<file path="src/rtl/logicnets_pkg.sv">
// Shared definitions for the LogicNets front-end: packer FSM states, default
// frame geometry and the index-width helper used by the packer and the layer-0 wrapper.
package logicnets_pkg;

    typedef enum logic [1:0] {
        COLLECT = 2'd0,
        HOLD    = 2'd1,
        DISCARD = 2'd2
    } state_t;

    localparam int DEF_NUM_FEATURES = 32;
    localparam int DEF_IN_WIDTH     = 16;

    // Width of an index into n entries; never narrower than one bit.
    function automatic int idx_width(input int n);
        return (n <= 1) ? 1 : $clog2(n);
    endfunction

endpackage

</file>
<file path="src/rtl/feature_threshold_bank.sv">
// Per-feature signed threshold register file with a write port and one
// indexed compare. A write lands on the clock edge, so a compare at the
// same index in the same cycle still sees the previous threshold.
module feature_threshold_bank
    import logicnets_pkg::*;
#(
    parameter int NUM_FEATURES = DEF_NUM_FEATURES,
    parameter int IN_WIDTH     = DEF_IN_WIDTH
) (
    input  logic                                 clk,
    input  logic                                 rst_n,
    input  logic                                 cfg_we,
    input  logic [idx_width(NUM_FEATURES)-1:0]   cfg_addr,
    input  logic signed [IN_WIDTH-1:0]           cfg_data,
    input  logic [idx_width(NUM_FEATURES)-1:0]   idx,
    input  logic signed [IN_WIDTH-1:0]           sample,
    output logic                                 hit
);

    logic signed [IN_WIDTH-1:0] thr [NUM_FEATURES];
    logic                       addr_ok;

    // Addresses past the last feature are silently dropped.
    assign addr_ok = (32'(cfg_addr) < NUM_FEATURES);

    // Threshold storage; cleared by reset.
    always_ff @(posedge clk or negedge rst_n) begin
        if (!rst_n) begin
            for (int i = 0; i < NUM_FEATURES; i++) begin
                thr[i] <= '0;
            end
        end else if (cfg_we && addr_ok) begin
            thr[cfg_addr] <= cfg_data;
        end
    end

    // Signed binarisation of the current beat.
    assign hit = (sample >= thr[idx]);

endmodule

</file>
<file path="src/rtl/logicnets_feature_packer.sv">
// Binarises a stream of signed features against per-feature thresholds and
// packs each frame into a NUM_FEATURES-bit vector for the layer-0 LUTs.
// The shift vector and output register form a double buffer.
//
// state   | meaning
// --------+---------------------------------------------------------------
// COLLECT | accepting features of the current frame
// HOLD    | frame complete, output register still occupied; input stalled
// DISCARD | frame overran without s_last; dropping beats until s_last
module logicnets_feature_packer
    import logicnets_pkg::*;
#(
    parameter int NUM_FEATURES = DEF_NUM_FEATURES,
    parameter int IN_WIDTH     = DEF_IN_WIDTH,
    parameter int CNT_WIDTH    = 16
) (
    input  logic                                 clk,
    input  logic                                 rst_n,
    input  logic                                 s_valid,
    output logic                                 s_ready,
    input  logic signed [IN_WIDTH-1:0]           s_data,
    input  logic                                 s_last,
    input  logic                                 cfg_we,
    input  logic [idx_width(NUM_FEATURES)-1:0]   cfg_addr,
    input  logic signed [IN_WIDTH-1:0]           cfg_data,
    output logic                                 m_valid,
    input  logic                                 m_ready,
    output logic [NUM_FEATURES-1:0]              m_data,
    output logic                                 frame_err,
    output logic [CNT_WIDTH-1:0]                 frame_cnt,
    output logic [CNT_WIDTH-1:0]                 err_cnt
);

    localparam int                 AW   = idx_width(NUM_FEATURES);
    localparam logic [AW-1:0]      LAST = AW'(NUM_FEATURES - 1);

    state_t                  state_q, state_d;
    logic [AW-1:0]           idx_q, idx_d;
    logic [NUM_FEATURES-1:0] shift_q, shift_d;
    logic [NUM_FEATURES-1:0] vec_next;
    logic [NUM_FEATURES-1:0] load_vec;
    logic                    load;
    logic                    err;
    logic                    accept;
    logic                    drain;
    logic                    thr_hit;

    feature_threshold_bank #(
        .NUM_FEATURES (NUM_FEATURES),
        .IN_WIDTH     (IN_WIDTH)
    ) u_thr (
        .clk      (clk),
        .rst_n    (rst_n),
        .cfg_we   (cfg_we),
        .cfg_addr (cfg_addr),
        .cfg_data (cfg_data),
        .idx      (idx_q),
        .sample   (s_data),
        .hit      (thr_hit)
    );

    // s_ready decodes registered state only, so m_ready never reaches it.
    assign s_ready = (state_q != HOLD);
    assign accept  = s_valid & s_ready;
    assign drain   = m_valid & m_ready;

    // Shift vector with the current beat's bit merged in.
    always_comb begin
        vec_next         = shift_q;
        vec_next[idx_q]  = thr_hit;
    end

    // Next-state, index and output-load decisions.
    always_comb begin
        state_d  = state_q;
        idx_d    = idx_q;
        shift_d  = shift_q;
        load     = 1'b0;
        load_vec = shift_q;
        err      = 1'b0;
        unique case (state_q)
            COLLECT: begin
                if (accept) begin
                    shift_d = vec_next;
                    if (idx_q == LAST) begin
                        if (s_last) begin
                            if (!m_valid || drain) begin
                                load     = 1'b1;
                                load_vec = vec_next;
                                idx_d    = '0;
                            end else begin
                                state_d = HOLD;
                            end
                        end else begin
                            err     = 1'b1;
                            idx_d   = '0;
                            state_d = DISCARD;
                        end
                    end else if (s_last) begin
                        err   = 1'b1;
                        idx_d = '0;
                    end else begin
                        idx_d = idx_q + AW'(1);
                    end
                end
            end
            HOLD: begin
                if (drain) begin
                    load     = 1'b1;
                    load_vec = shift_q;
                    idx_d    = '0;
                    state_d  = COLLECT;
                end
            end
            DISCARD: begin
                if (accept && s_last) begin
                    idx_d   = '0;
                    state_d = COLLECT;
                end
            end
            default: begin
                idx_d   = '0;
                state_d = COLLECT;
            end
        endcase
    end

    // FSM, index and shift-vector registers.
    always_ff @(posedge clk or negedge rst_n) begin
        if (!rst_n) begin
            state_q <= COLLECT;
            idx_q   <= '0;
            shift_q <= '0;
        end else begin
            state_q <= state_d;
            idx_q   <= idx_d;
            shift_q <= shift_d;
        end
    end

    // Output register: a new frame may replace the old one on its handshake edge.
    always_ff @(posedge clk or negedge rst_n) begin
        if (!rst_n) begin
            m_valid <= 1'b0;
            m_data  <= '0;
        end else if (load) begin
            m_valid <= 1'b1;
            m_data  <= load_vec;
        end else if (drain) begin
            m_valid <= 1'b0;
        end
    end

    // Error pulse and saturating frame/error counters.
    always_ff @(posedge clk or negedge rst_n) begin
        if (!rst_n) begin
            frame_err <= 1'b0;
            frame_cnt <= '0;
            err_cnt   <= '0;
        end else begin
            frame_err <= err;
            if (drain && (frame_cnt != '1)) begin
                frame_cnt <= frame_cnt + CNT_WIDTH'(1);
            end
            if (err && (err_cnt != '1)) begin
                err_cnt <= err_cnt + CNT_WIDTH'(1);
            end
        end
    end

endmodule

</file>
<file path="config.mk">
export PLATFORM = sky130hd
export DESIGN_NAME = logicnets_feature_packer
export DESIGN_NICKNAME = d
export VERILOG_FILES = /design/src/rtl/logicnets_pkg.sv /design/src/rtl/feature_threshold_bank.sv /design/src/rtl/logicnets_feature_packer.sv
export SDC_FILE = /design/constraint.sdc
export NUM_CORES = 1
export LEC_CHECK = 0
export CORE_MARGIN = 2
export CORE_UTILIZATION = 65
export DETAILED_ROUTE_END_ITERATION = 10
export HOLD_SLACK_MARGIN = 0.03
export PLACE_DENSITY_LB_ADDON = 0.08
export SETUP_SLACK_MARGIN = 0.4
export SKIP_CTS_REPAIR_TIMING = 1
export SYNTH_ARGS = -nofsm -noshare
export SYNTH_HDL_FRONTEND = slang
export SYNTH_SLANG_ARGS = --single-unit
</file>
<file path="constraint.sdc">
create_clock -name clk -period 7.2 [get_ports clk]
set_input_delay 1.44 -clock clk [delete_from_list [all_inputs] [get_ports clk]]
set_output_delay 1.44 -clock clk [all_outputs]
set_load 0.01 [all_outputs]
</file>
* Yosys cells after proc, flatten, opt, wreduce, memory -nomap -nowiden
Cells that the tools add are included.
** Storage, ports and cells
- Output and inout port bits :: 67
- Register bits :: 617
- Word-level logic and storage cells :: 119
** Cells by class
- Magnitude comparators :: 6
- Bitwise gates (word level) :: 4
- Reduce and logical (&&, ||, !) cells :: 12
- Add/subtract/negate cells :: 3
- Multiplexer cells :: 42
- Equal/unequal tests :: 12
** Operator list (number)
- $bwmux 512 :: 1
- $mux 32 :: 5
- $bmux 16 s5 :: 1
- $demux 16 s5 :: 1
- $mux 16 :: 3
- $mux 5 :: 7
- $add 16x1->16 const B :: 2
- $bwmux 32 :: 1
- $ne 16x16->1 const B :: 2
- $ge 16x16->1 :: 1
- $pmux 5 s3 :: 1
- $mux 1 :: 13
- $ge 6x6->1 const B :: 2
- $mux 2 :: 6
- $not 5->6 :: 2
- $ne 2x2->1 const B :: 4
- $lt 5x6->1 const B :: 1
- $lt 6x1->1 const B :: 1
- $pmux 2 s3 :: 1
- $add 5x1->5 const B :: 1
- $demux 1 s5 :: 1
- $eq 5x5->1 const B :: 1
- $ge 5x1->1 const B :: 1
- $logic_and 1x1->1 :: 5
- 14 further kinds :: 15

* Depth between registers and ports, before layout
Gate-level depths: netlist of the first run.
- Depth after elaboration :: 11
- Depth in mapped cells :: 16
- Gate-level depth less buffers :: 13

* By module
Synthesis of the first run repeated with hierarchy kept, for this count alone.
** Unflattened totals
- Cells, all modules :: 1930
- Area total of the unflattened synthesis :: 28776.3 um^2
** By module, submodules not included
- feature_threshold_bank :: cells an instance 1414, sequential area each 12812.3 um^2, instances 1, area an instance 23501.3 um^2
- logicnets_feature_packer :: cells an instance 516, sequential area each 2627.5 um^2, instances 1, area an instance 5275.1 um^2

* Least setup slack after synthesis of the first run
No wires, ideal clock.
- Kind :: register to register
- From :: register idx_q[0]
- To :: register m_data[3]
- Data arrival time :: 3.549 ns
- Slack :: 3.521 ns
- Clock period less this slack :: 3.679 ns
- Data required time :: 7.070 ns
- Cell stages (with the launch flop) :: 16
- Cells stage by stage :: dfrtp_1 buf_2 buf_4 buf_2 mux4_2 a22oi_1 nand3_1 a21oi_1 ha_1 a41o_1 a21oi_1 nor3_1 or4_4 o21ai_4 buf_6 o21ai_0
** Between the ends
- Longest elaborated chain between the ends :: 11
- Elaborated cells on any way between the ends :: 20
- Classes of those cells :: order compare (3); eq/ne (1); mux (14); bitwise (1); reduce/logical (1)
** Ends and longest elaborated chain
- from (decl) :: RTL line logicnets_feature_packer.sv:38 : logic [AW-1:0] idx_q, idx_d;
- from (signal assigned) :: RTL line logicnets_feature_packer.sv:136 : idx_q <= idx_d;
- $not 5->6 (not written as such) :: RTL line feature_threshold_bank.sv:38 : assign hit = (sample >= thr[idx]);
- $bmux 16 s5 :: RTL line feature_threshold_bank.sv:38
- $mux 16 (not written as such) (2 in series) :: RTL line feature_threshold_bank.sv:38
- $ge 16x16->1 :: RTL line feature_threshold_bank.sv:38
- $bwmux 32 :: RTL line logicnets_feature_packer.sv:70 : vec_next[idx_q] = thr_hit;
- $mux 32 :: RTL line logicnets_feature_packer.sv:87 : if (!m_valid || drain) begin
- $mux 32 :: RTL line logicnets_feature_packer.sv:86 : if (s_last) begin
- $mux 32 :: RTL line logicnets_feature_packer.sv:85 : if (idx_q == LAST) begin
- $mux 32 :: RTL line logicnets_feature_packer.sv:83 : if (accept) begin
- $mux 32
- to (signal assigned) :: RTL line logicnets_feature_packer.sv:148 : m_data <= load_vec;
- to (decl) :: RTL line logicnets_feature_packer.sv:28 : output logic [NUM_FEATURES-1:0] m_data,
Parallel ways exist; a longest one is shown, timed or not. The select of a mux whose other input is x is not followed.
A chain may end at the register's enable or synchronous reset.

* Worst setup path in the final report of the first run
- From :: register idx_q[0]
- To :: register m_data[1]
The elaborated chain is that of the path after synthesis.

==> impl_metrics.toml, run 1 <==
[grt]
grt_remaining_overflow = 0
grt_use_total_pct = 31.69
antenna_found_initial = 1
grt_max_degree = 178
grt_pass1_wl_um = 108400
grt_pass1_vias = 18080

[run]
drv_cap = 0

[detailed_routing]
dr.pass1.iters = 7
via_per_inst = 6.573
drtIter0Drc = 1711
finalWirelength_um = 69240
wl_per_cell_um = 25.98
ant_nets = 0
drc = 0
vias = 17520

[placed_design]
port_buffers = 109
post-place-ws_ns = 1.641
dpl.hpwl_um = 43440
globalplace.congestion = 0.8808

[clocking]
cts.sinks = 617
h-tree-depth = 3
clockBufferDepth = 3
root_buffer = "clkbuf_16"
insertion_delay_ns = 0.58
cts_tree = "done"
cts_buffers = 66
clk_pin_slew_ns = 0.06

[yosys]
avgSynthCellArea_sq_um = 14.38
synth_top_cell_area_share_pct = 54.20
synth-edff-count = 0
synth_flop_cell = "dfrtp_1"
syn_nets = 2048
synthCells = 1981
synth_cell_types = 58
ys_async_sr_fraction_pct = 100.0
synth.area.top_cells = "dfrtp_1 (54%), mux2_2 (21%), mux4_2 (10%)"
ys_ff_latch = 617
synth.largest_area_cell = "dfrtp_1"
yosysWarnings = 0
ys_seq_area_share_pct = 54.20
synth_area_sq_mm = 0.02849

[worst_setup_path]
startpoint_type = "flip-flop"
arrival_ns = 5.96
critPathKind = "flip-flop to flip-flop"
crit_chain = "buf_4 > mux4_2 > mux2i_1 > o211ai_1 > a21oi_1 > ha_1 > a21oi_1 > a2111oi_0 > or4_4 > o21ai_4 > o21ai_0"
critical-path-slowest-cell = "dfrtp_4"
crit_buf_inv = 1
cp.required_ns = 7.59
path_delay_family = "compound AO/OA/AOI/OAI gates"
path_common_cell = "a21oi_1"
cp-end-kind = "flip-flop"
cpPeakStageDelay_ns = 1.03
crit_fanout = 53

[power]
pwr-share-seq_pct = 46.7
combPwrFrac_pct = 16.8
p_sw_share_pct = 25.37
p_per_area_mw_per_mm2 = 295.8
p_int_mw = 7.089
p_leak_nw = 14.01
switching_power_mw = 2.410
p_clk_share_pct = 36.5
peakVddDrop_mv = 0.2088

[sta]
maxSlewViolCount = 0
tns_ns = 0
setup_viol = 0
skew_ns = 0.01667
fmax_mhz = 179.4
tightest_slew_ns = 1.319
max_slew_margin_pct = 11.82
fin_crit_ns = 5.573
hold_viol_final = 0
setup_ws_ns = 1.627
rsz0062_at_grt = "no"
finalCritPeriodShare_pct = 77.40

[cells_and_area]
area_delta_synth_final_pct = 12.74
fin_nets = 2096
drive_gt1_share_pct = 40.28

[floorplanning]
initial_core_util_pct = 65.98
rows = 76
fp.dieH_um = 213.3
fp.coreArea_sq_mm = 0.04317
die_width_um = 213.3
die-area_sq_mm = 0.04552
io-pin-count = 110

[run_status]
outcome = "finished clean"

[min_path]
min_path_type = "flip-flop to flip-flop"
routing by layer:
metal	track usage, %	vias to the layer above	wire length, um
li1	-	7467	-
met1	44.93	9382	29890
met2	50.77	547	33610
met3	4.760	120	3499
met4	11.40	0	2239
met5	0	-	0
layout make-up:
| type | count | area [sq um] |
|---|---|---|
| sequential | 617 | 15450 |
| multi-input combinational | 1187 | 12210 |
| fill | 2828 | 11060 |
| clock buffer | 103 | 2057 |
| timing repair buffer | 146 | 1436 |
| tap | 585 | 732.0 |
| clock inverter | 14 | 183.9 |
| inverter | 11 | 41.29 |
| antenna | 2 | 5.005 |
kinds of logic (layout without fill, tap and decap cells):
logic type | Yosys count | after routing | share of synthesized area (%)
simple gates | 229 | 229 | 4.243
mux | 660 | 660 | 31.13
other cells | 0 | 2 | 0
xor+xnor | 29 | 29 | 0.8917
fa+ha+maj | 24 | 24 | 1.054
compound gates | 245 | 245 | 5.499
flops | 617 | 617 | 54.20
buf+inv | 177 | 274 | 2.982
sequential cells by signal (all words and copies together) (netlist names):
signal / cells
state_q: 2
frame_err: 1
frame_cnt: 16
idx_q: 5
err_cnt: 16
m_data: 32
u_thr.thr: 512
m_valid: 1
shift_q: 32
tightest hold or removal path, stage by stage (launching register included):
cell and delay, ns:
dfrtp_1 0.35, nand2_1 0.05, o21ai_0 0.06
placed cells by master, fill, tap and decap left out, drive strengths merged, types with 4 or more instances in the layout:
cell and count:
clkdlybuf4s50 108, o31ai 29, and3 13, mux2 527, nor2 35, ha 24, inv 12, mux2i 5
buf 38, a221oi 5, clkbuf 103, nand2 80, xnor2 21, nand2b 4, a22oi 69, nand3 38
o21ai 69, nand3b 5, mux4 128, bufinv 4, dfrtp 617, xor2 8, nand4 18, nor3 8
o211ai 5, clkinv 8, a21oi 52, nor3b 9
path summary, 6_finish.rpt:
path	to	cells after the start	startpoint	slack [ns]
worst min register to register	shift_q[14]$_DFFE_PN0P_	2	shift_q[14]$_DFFE_PN0P_	0.48
max in group asynchronous	u_thr.thr[508]$_DFFE_PN0P_	2	rst_n	4.84
worst min-delay path	shift_q[14]$_DFFE_PN0P_	2	shift_q[14]$_DFFE_PN0P_	0.48
worst max register to register	m_data[1]$_DFFE_PN0P_	11	idx_q[0]$_DFFE_PN0P_	1.63
min in group asynchronous	frame_cnt[14]$_DFFE_PN0P_	1	rst_n	0.88
worst max-delay path	m_data[1]$_DFFE_PN0P_	11	idx_q[0]$_DFFE_PN0P_	1.63
synth_stat cells (all sizes together) (2+ instances only):
master,count
dfrtp,617
mux2,527
mux4,128
clkbuf,90
nand2,80
buf,76
a22oi,69
o21ai,69
a21oi,52
nand3,38
nor2,35
o31ai,29
ha,24
xnor2,21
nand4,18
and3,13
inv,10
nor3b,9
nor3,8
xor2,8
a221oi,5
mux2i,5
nand3b,5
o211ai,5
nand2b,4
a21o,3
a22o,3
and2,3
or2,3
or3,3
a211oi,2
a31oi,2
and4,2
nor2b,2
nor4,2
power groups by stage:
stage	Clock (mW)	Sequential (mW)	Combinational, mW
2_1_floorplan	0	4.33	1.23
3_3_place_gp	0	4.44	1.53
3_5_place_dp	0	4.48	1.59
4_1_cts	3.52	4.43	1.60
5_1_grt	3.66	4.50	1.72
6_report	3.47	4.44	1.59
stage by stage:
| step | power [mW] | util, % | cells | hold slack (ns) | instance area (sq um) |
|---|---|---|---|---|---|
| after floorplan | 5.561 | - | 1981 | 0.4495 | 28490 |
| after global placement | 5.973 | 69.19 | 2546 | 0.4643 | 29870 |
| after detailed placement | 6.070 | 69.19 | 2546 | 0.4715 | 29870 |
| after CTS | 9.545 | 74.38 | 2663 | 0.4851 | 32110 |
| after global routing | 9.883 | 74.38 | 2663 | 0.5061 | 32110 |
| final | 9.499 | 74.39 | 2665 | 0.4825 | 32110 |
(Power assumes the default switching activity.)
==> inputs of run 2 (changes only) <==
--- a/config.mk
+++ b/config.mk
@@ -6,7 +6,7 @@
 export NUM_CORES = 1
 export LEC_CHECK = 0
 export CORE_MARGIN = 2
-export CORE_UTILIZATION = 65
+export CORE_UTILIZATION = 55
 export DETAILED_ROUTE_END_ITERATION = 10
 export HOLD_SLACK_MARGIN = 0.03
 export PLACE_DENSITY_LB_ADDON = 0.08
==> constraint.sdc (replaced) <==
create_clock -name clk -period 5.1 [get_ports clk]
set_input_delay 1.02 -clock clk [delete_from_list [all_inputs] [get_ports clk]]
set_output_delay 1.02 -clock clk [all_outputs]
set_load 0.01 [all_outputs]
==> run 2 against run 1 <==
Compared with the run above:
- routed wire length grew 5.8%
- first-iteration DRC count shrank 24%
- register-to-register slack lost 0.92 ns
- cell count grew 4.1%
- maximum frequency grew 27%
- critical path type unchanged
- critical endpoint is now m_data[15]$_DFFE_PN0P_
==> impl_metrics.toml, run 2 (same netlist as run 1, synthesis figures left out) <==
[clocking]
clk_pin_slew_ns = 0.06
cts.sinks = 617
cts_buffers = 67
h-tree-depth = 3
insertion_delay_ns = 0.60
cts_tree = "done"
clockBufferDepth = 3
root_buffer = "clkbuf_16"

[worst_setup_path]
crit_fanout = 53
arrival_ns = 4.85
startpoint_type = "flip-flop"
cp.required_ns = 5.55
cp-end-kind = "flip-flop"
critPathKind = "flip-flop to flip-flop"

[grt]
grt_use_total_pct = 28.25
grt_pass1_vias = 18070
grt_pass1_wl_um = 112700
grt_max_degree = 104
grt_remaining_overflow = 0
antenna_found_initial = 3

[cells_and_area]
n_antenna_cell = 0
seqCellArea_sq_mm = 0.01545
mostFrequentLayoutCell = "dfrtp_1"
fill_cells = 3875
area_delta_synth_final_pct = 13.80
drive_gt1_share_pct = 41.15
reg.largest.list = "u_thr.thr: 512 flops, m_data: 32 flops, shift_q: 32 flops"
instances_no_fill = 2775
layout_common_cells = "dfrtp_1 (614), mux2_2 (527), mux4_2 (128)"
multiInputGateArea_sq_mm = 0.01224
largest_reg_flops = 512
regMostFlops = "u_thr.thr"
fin_nets = 2116

[floorplanning]
initial_core_util_pct = 55.53
die-area_sq_mm = 0.05363
fp.coreArea_sq_mm = 0.05130
io-pin-count = 110
fp.dieH_um = 231.6
die_width_um = 231.6
rows = 83

[detailed_routing]
ant_nets = 0
drc = 0
wl_per_cell_um = 26.41
vias = 17380
finalWirelength_um = 73280
drtIter0Drc = 1298
via_per_inst = 6.263
dr.pass1.iters = 5

[placed_design]
place_inst = 2660
dpl.hpwl_um = 46030
globalplace.congestion = 0.8077
post-place-ws_ns = 0.6719
port_buffers = 109

[sta]
setup_viol = 0
tns_ns = 0
fmax_mhz = 227.4
tightest_slew_ns = 1.187
hold_viol_final = 0
hold_ws_ns = 0.4336
setup_ws_ns = 0.7026
fin_crit_ns = 4.397
skew_ns = 0.02696
finalCritPeriodShare_pct = 86.22
maxSlewViolCount = 0
max_slew_margin_pct = 20.60
rsz0062_at_grt = "no"

[min_path]
min_path_type = "input pin to async pin"

[run_status]
outcome = "finished clean"

[power]
p_per_area_mw_per_mm2 = 409.1
p_leak_nw = 14.10
peakVddDrop_mv = 0.3003
p_total_mw = 13.26

[run]
drv_cap = 0
[run 2: changes by cell type in the layout (fill, tap and decap cells not counted), moves of 2 or more]
cell,before,now
diode_2,2,0
bufinv_16,4,2
buf_4,32,43
clkbuf_16,71,69
buf_12,5,13
nor2_2,12,16
nor2_4,1,3
clkinv_2,6,8
nor2_1,22,16
clkbuf_8,16,18
[run 2: final cells by class]
cell class | instances | share of cell area [%]
clock buffers | 102 | 6.264
well taps | 680 | 2.625
clock inverters | 13 | 0.3860
repair buffers | 165 | 5.180
multi-input cells | 1187 | 37.76
inverters | 11 | 0.1274
flip-flops and latches | 617 | 47.66
[run 2: metrics by stage]
| stage | utilization, % | area (sq um) |
|---|---|---|
| after floorplan | - | 28490 |
| after global placement | 58.98 | 30260 |
| after detailed placement | 58.98 | 30260 |
| after CTS | 63.18 | 32410 |
| after global routing | 63.19 | 32420 |
| final | 63.19 | 32420 |
[run 2: layer usage]
metal	routed length [um]	GRT usage, %	up-vias
li1	-	-	7531
met1	30800	37.69	9234
met2	35410	45.71	471
met3	4443	6.730	139
met4	2586	9.756	6
met5	40	0	-
[run 2: path summary, 6_finish.rpt]
kind	cells after the start	startpoint	endpoint	slack [ns]
max in group asynchronous	2	rst_n	err_cnt[11]$_DFFE_PN0P_	3.41
min in group clk	2	shift_q[12]$_DFFE_PN0P_	shift_q[12]$_DFFE_PN0P_	0.49
worst min register to register	2	shift_q[12]$_DFFE_PN0P_	shift_q[12]$_DFFE_PN0P_	0.49
worst min-delay path	1	rst_n	frame_cnt[11]$_DFFE_PN0P_	0.43
worst max-delay path	13	idx_q[3]$_DFFE_PN0P_	m_data[15]$_DFFE_PN0P_	0.70
worst max register to register	13	idx_q[3]$_DFFE_PN0P_	m_data[15]$_DFFE_PN0P_	0.70
[run 2: critical path, stage by stage (launching register included)]
cell	delay (ns)
dfrtp_1	0.71
nand2_1	0.23
nor2_2	0.61
buf_4	0.35
a22o_1	0.18
a221oi_1	0.05
and3_1	0.17
ha_1	0.30
o211ai_1	0.18
a2111oi_0	0.56
or4_4	0.26
o21ai_4	0.06
buf_12	0.19
o41ai_1	0.39
[run 2: power breakdown]
part           internal (mW)  switching [mW]  leakage [nW]
registers               5.75           0.469          7.98
clock network           2.84            1.93          1.07
logic                   1.32           0.959          5.06
total                   9.91            3.36          14.1
==> inputs of run 3 (changes only) <==
--- a/config.mk
+++ b/config.mk
@@ -6,7 +6,7 @@
 export NUM_CORES = 1
 export LEC_CHECK = 0
 export CORE_MARGIN = 2
-export CORE_UTILIZATION = 55
+export CORE_UTILIZATION = 61
 export DETAILED_ROUTE_END_ITERATION = 10
 export HOLD_SLACK_MARGIN = 0.03
 export PLACE_DENSITY_LB_ADDON = 0.08
==> constraint.sdc (replaced) <==
create_clock -name clk -period 4.8 [get_ports clk]
set_input_delay 0.96 -clock clk [delete_from_list [all_inputs] [get_ports clk]]
set_output_delay 0.96 -clock clk [all_outputs]
set_load 0.01 [all_outputs]
==> run 3 against run 2 <==
Compared with the run above:
- register-to-register slack lost 0.10 ns
- sequential power grew 6.3%
- utilization grew 6.7 points
- routed wire length shrank 3.8%
- total power grew 6.7%
- highest routed layer is now met4
- largest power group unchanged
- combinational power grew 11%
==> impl_metrics.toml, run 3 (same netlist as run 1, synthesis figures left out) <==
[cells_and_area]
fin_nets = 2127
area_delta_synth_final_pct = 13.70
largest_reg_flops = 512
n_antenna_cell = 0
layout_common_cells = "dfrtp_1 (615), mux2_2 (527), mux4_2 (128)"
reg.largest.list = "u_thr.thr: 512 flops, m_data: 32 flops, shift_q: 32 flops"
regMostFlops = "u_thr.thr"
drive_gt1_share_pct = 41.05
mostFrequentLayoutCell = "dfrtp_1"
fill_cells = 3167

[sta]
finalCritPeriodShare_pct = 87.45
fin_crit_ns = 4.198
setup_viol = 0
max_slew_margin_pct = 8.452
tns_ns = 0
rsz0062_at_grt = "no"
hold_viol_final = 0
maxSlewViolCount = 0
tightest_slew_ns = 1.369
fmax_mhz = 238.2
skew_ns = 0.02789

[power]
p_clk_share_pct = 35.5
p_leak_nw = 14.16
combPwrFrac_pct = 17.9
p_total_mw = 14.15
p_per_area_mw_per_mm2 = 437.0
pwr-share-seq_pct = 46.7
p_int_mw = 10.47
p_sw_share_pct = 26.04
switching_power_mw = 3.686
peakVddDrop_mv = 0.3389

[clocking]
clockBufferDepth = 3
cts_tree = "done"
root_buffer = "clkbuf_16"
clk_pin_slew_ns = 0.06
cts.sinks = 617
h-tree-depth = 3
cts_buffers = 66
insertion_delay_ns = 0.61

[placed_design]
port_buffers = 109
dpl.hpwl_um = 44650
globalplace.congestion = 0.8431

[worst_setup_path]
cp.required_ns = 5.27
critical-path-slowest-cell = "dfrtp_4"
path_common_cell = "buf_4"
cpPeakStageDelay_ns = 0.60
crit_chain = "buf_4 > buf_12 > mux4_2 > a22oi_1 > nand3_1 > a21oi_1 > ha_1 > nand4_1 > or3_1 > a31oi_1 > or4_4 > o21ai_4 > buf_4 > o21ai_0"
critPathKind = "flip-flop to flip-flop"
arrival_ns = 4.66
crit_fanout = 17
cp-end-kind = "flip-flop"
startpoint_type = "flip-flop"

[detailed_routing]
route.met3.wl_um = 4055
finalWirelength_um = 70490
drc = 0
drtIter0Drc = 1486
met2_length_um = 33710
vias = 17480
topRoutingLayerUsed = "met4"
via_per_inst = 6.441
met1_length_um = 30240
ant_nets = 0
wl_per_cell_um = 25.97
dr.pass1.iters = 5

[grt]
grt_remaining_overflow = 0
grt_pass1_vias = 18360
grt_max_degree = 109
antenna_found_initial = 0
grt_pass1_wl_um = 110300
grt_use_total_pct = 30.52

[floorplanning]
initial_core_util_pct = 61.45
io-pin-count = 110
rows = 79
die-area_sq_mm = 0.04844
fp.coreArea_sq_mm = 0.04636
die_width_um = 220.1
fp.dieH_um = 220.1

[run_status]
outcome = "finished clean"

[min_path]
min_path_type = "input pin to async pin"

[run]
drv_cap = 0
run 3: changes by cell type in the layout (fill, tap and decap cells not counted), sizes merged:
cell | before | now
buf | 57 | 69
clkinv | 9 | 11
bufinv | 2 | 1
clkbuf | 102 | 101
run 3: worst paths after layout:
kind,to,from,cells after the start,slack [ns]
hold reg to reg,shift_q[14]$_DFFE_PN0P_,shift_q[14]$_DFFE_PN0P_,2,0.49
setup reg to reg,m_data[22]$_DFFE_PN0P_,idx_q[0]$_DFFE_PN0P_,14,0.60
hold / removal,frame_cnt[14]$_DFFE_PN0P_,rst_n,1,0.42
min in group clk,shift_q[14]$_DFFE_PN0P_,shift_q[14]$_DFFE_PN0P_,2,0.49
max in group asynchronous,u_thr.thr[271]$_DFFE_PN0P_,rst_n,2,3.18
setup / recovery,m_data[22]$_DFFE_PN0P_,idx_q[0]$_DFFE_PN0P_,14,0.60
run 3: critical path: cells and delay by family (launching register included):
family,cells,cell delay [ns]
fa+ha+maj,1,0.26
flops,1,0.60
simple gates,4,0.94
buf+inv,3,0.65
mux,1,0.54
compound gates,5,1.05
run 3: area by class of cell:
class	count	area (sq um)	area share, %
tap	607	759.5	2.345
multi-input combinational	1187	12220	37.72
inverter	11	41.29	0.1275
sequential	617	15450	47.69
timing repair buffer	177	1789	5.524
clock inverter	14	138.9	0.4288
clock buffer	101	1996	6.162
run 3: power by group through the flow:
stage	sequential (mW)	clock (mW)	combinational, mW
after floorplan	6.49	0	1.85
after global placement	6.62	0	2.42
after detailed placement	6.67	0	2.50
after CTS	6.59	5.09	2.51
after global routing	6.71	5.28	2.73
final	6.61	5.02	2.53
run 3: per-stage QoR:
step           worst slack (ns)  cell area, sq um  utilization (%)  hold slack (ns)  instances
5_1_grt                  0.4653             32390            69.87           0.4930       2714
3_3_place_gp             0.5531             30170            65.08           0.4617       2590
2_1_floorplan             1.121             28490                -           0.4495       1981
6_report                 0.6023             32390            69.87           0.4176       2714
4_1_cts                  0.5112             32300            69.68           0.4585       2705
3_5_place_dp             0.5206             30170            65.08           0.4777       2590
run 3: metal layers:
layer,global-route usage (%),vias up
met1,41.66,9298
li1,-,7528
met4,11.52,0
met2,48.93,514
met3,6.170,142
met5,0,-
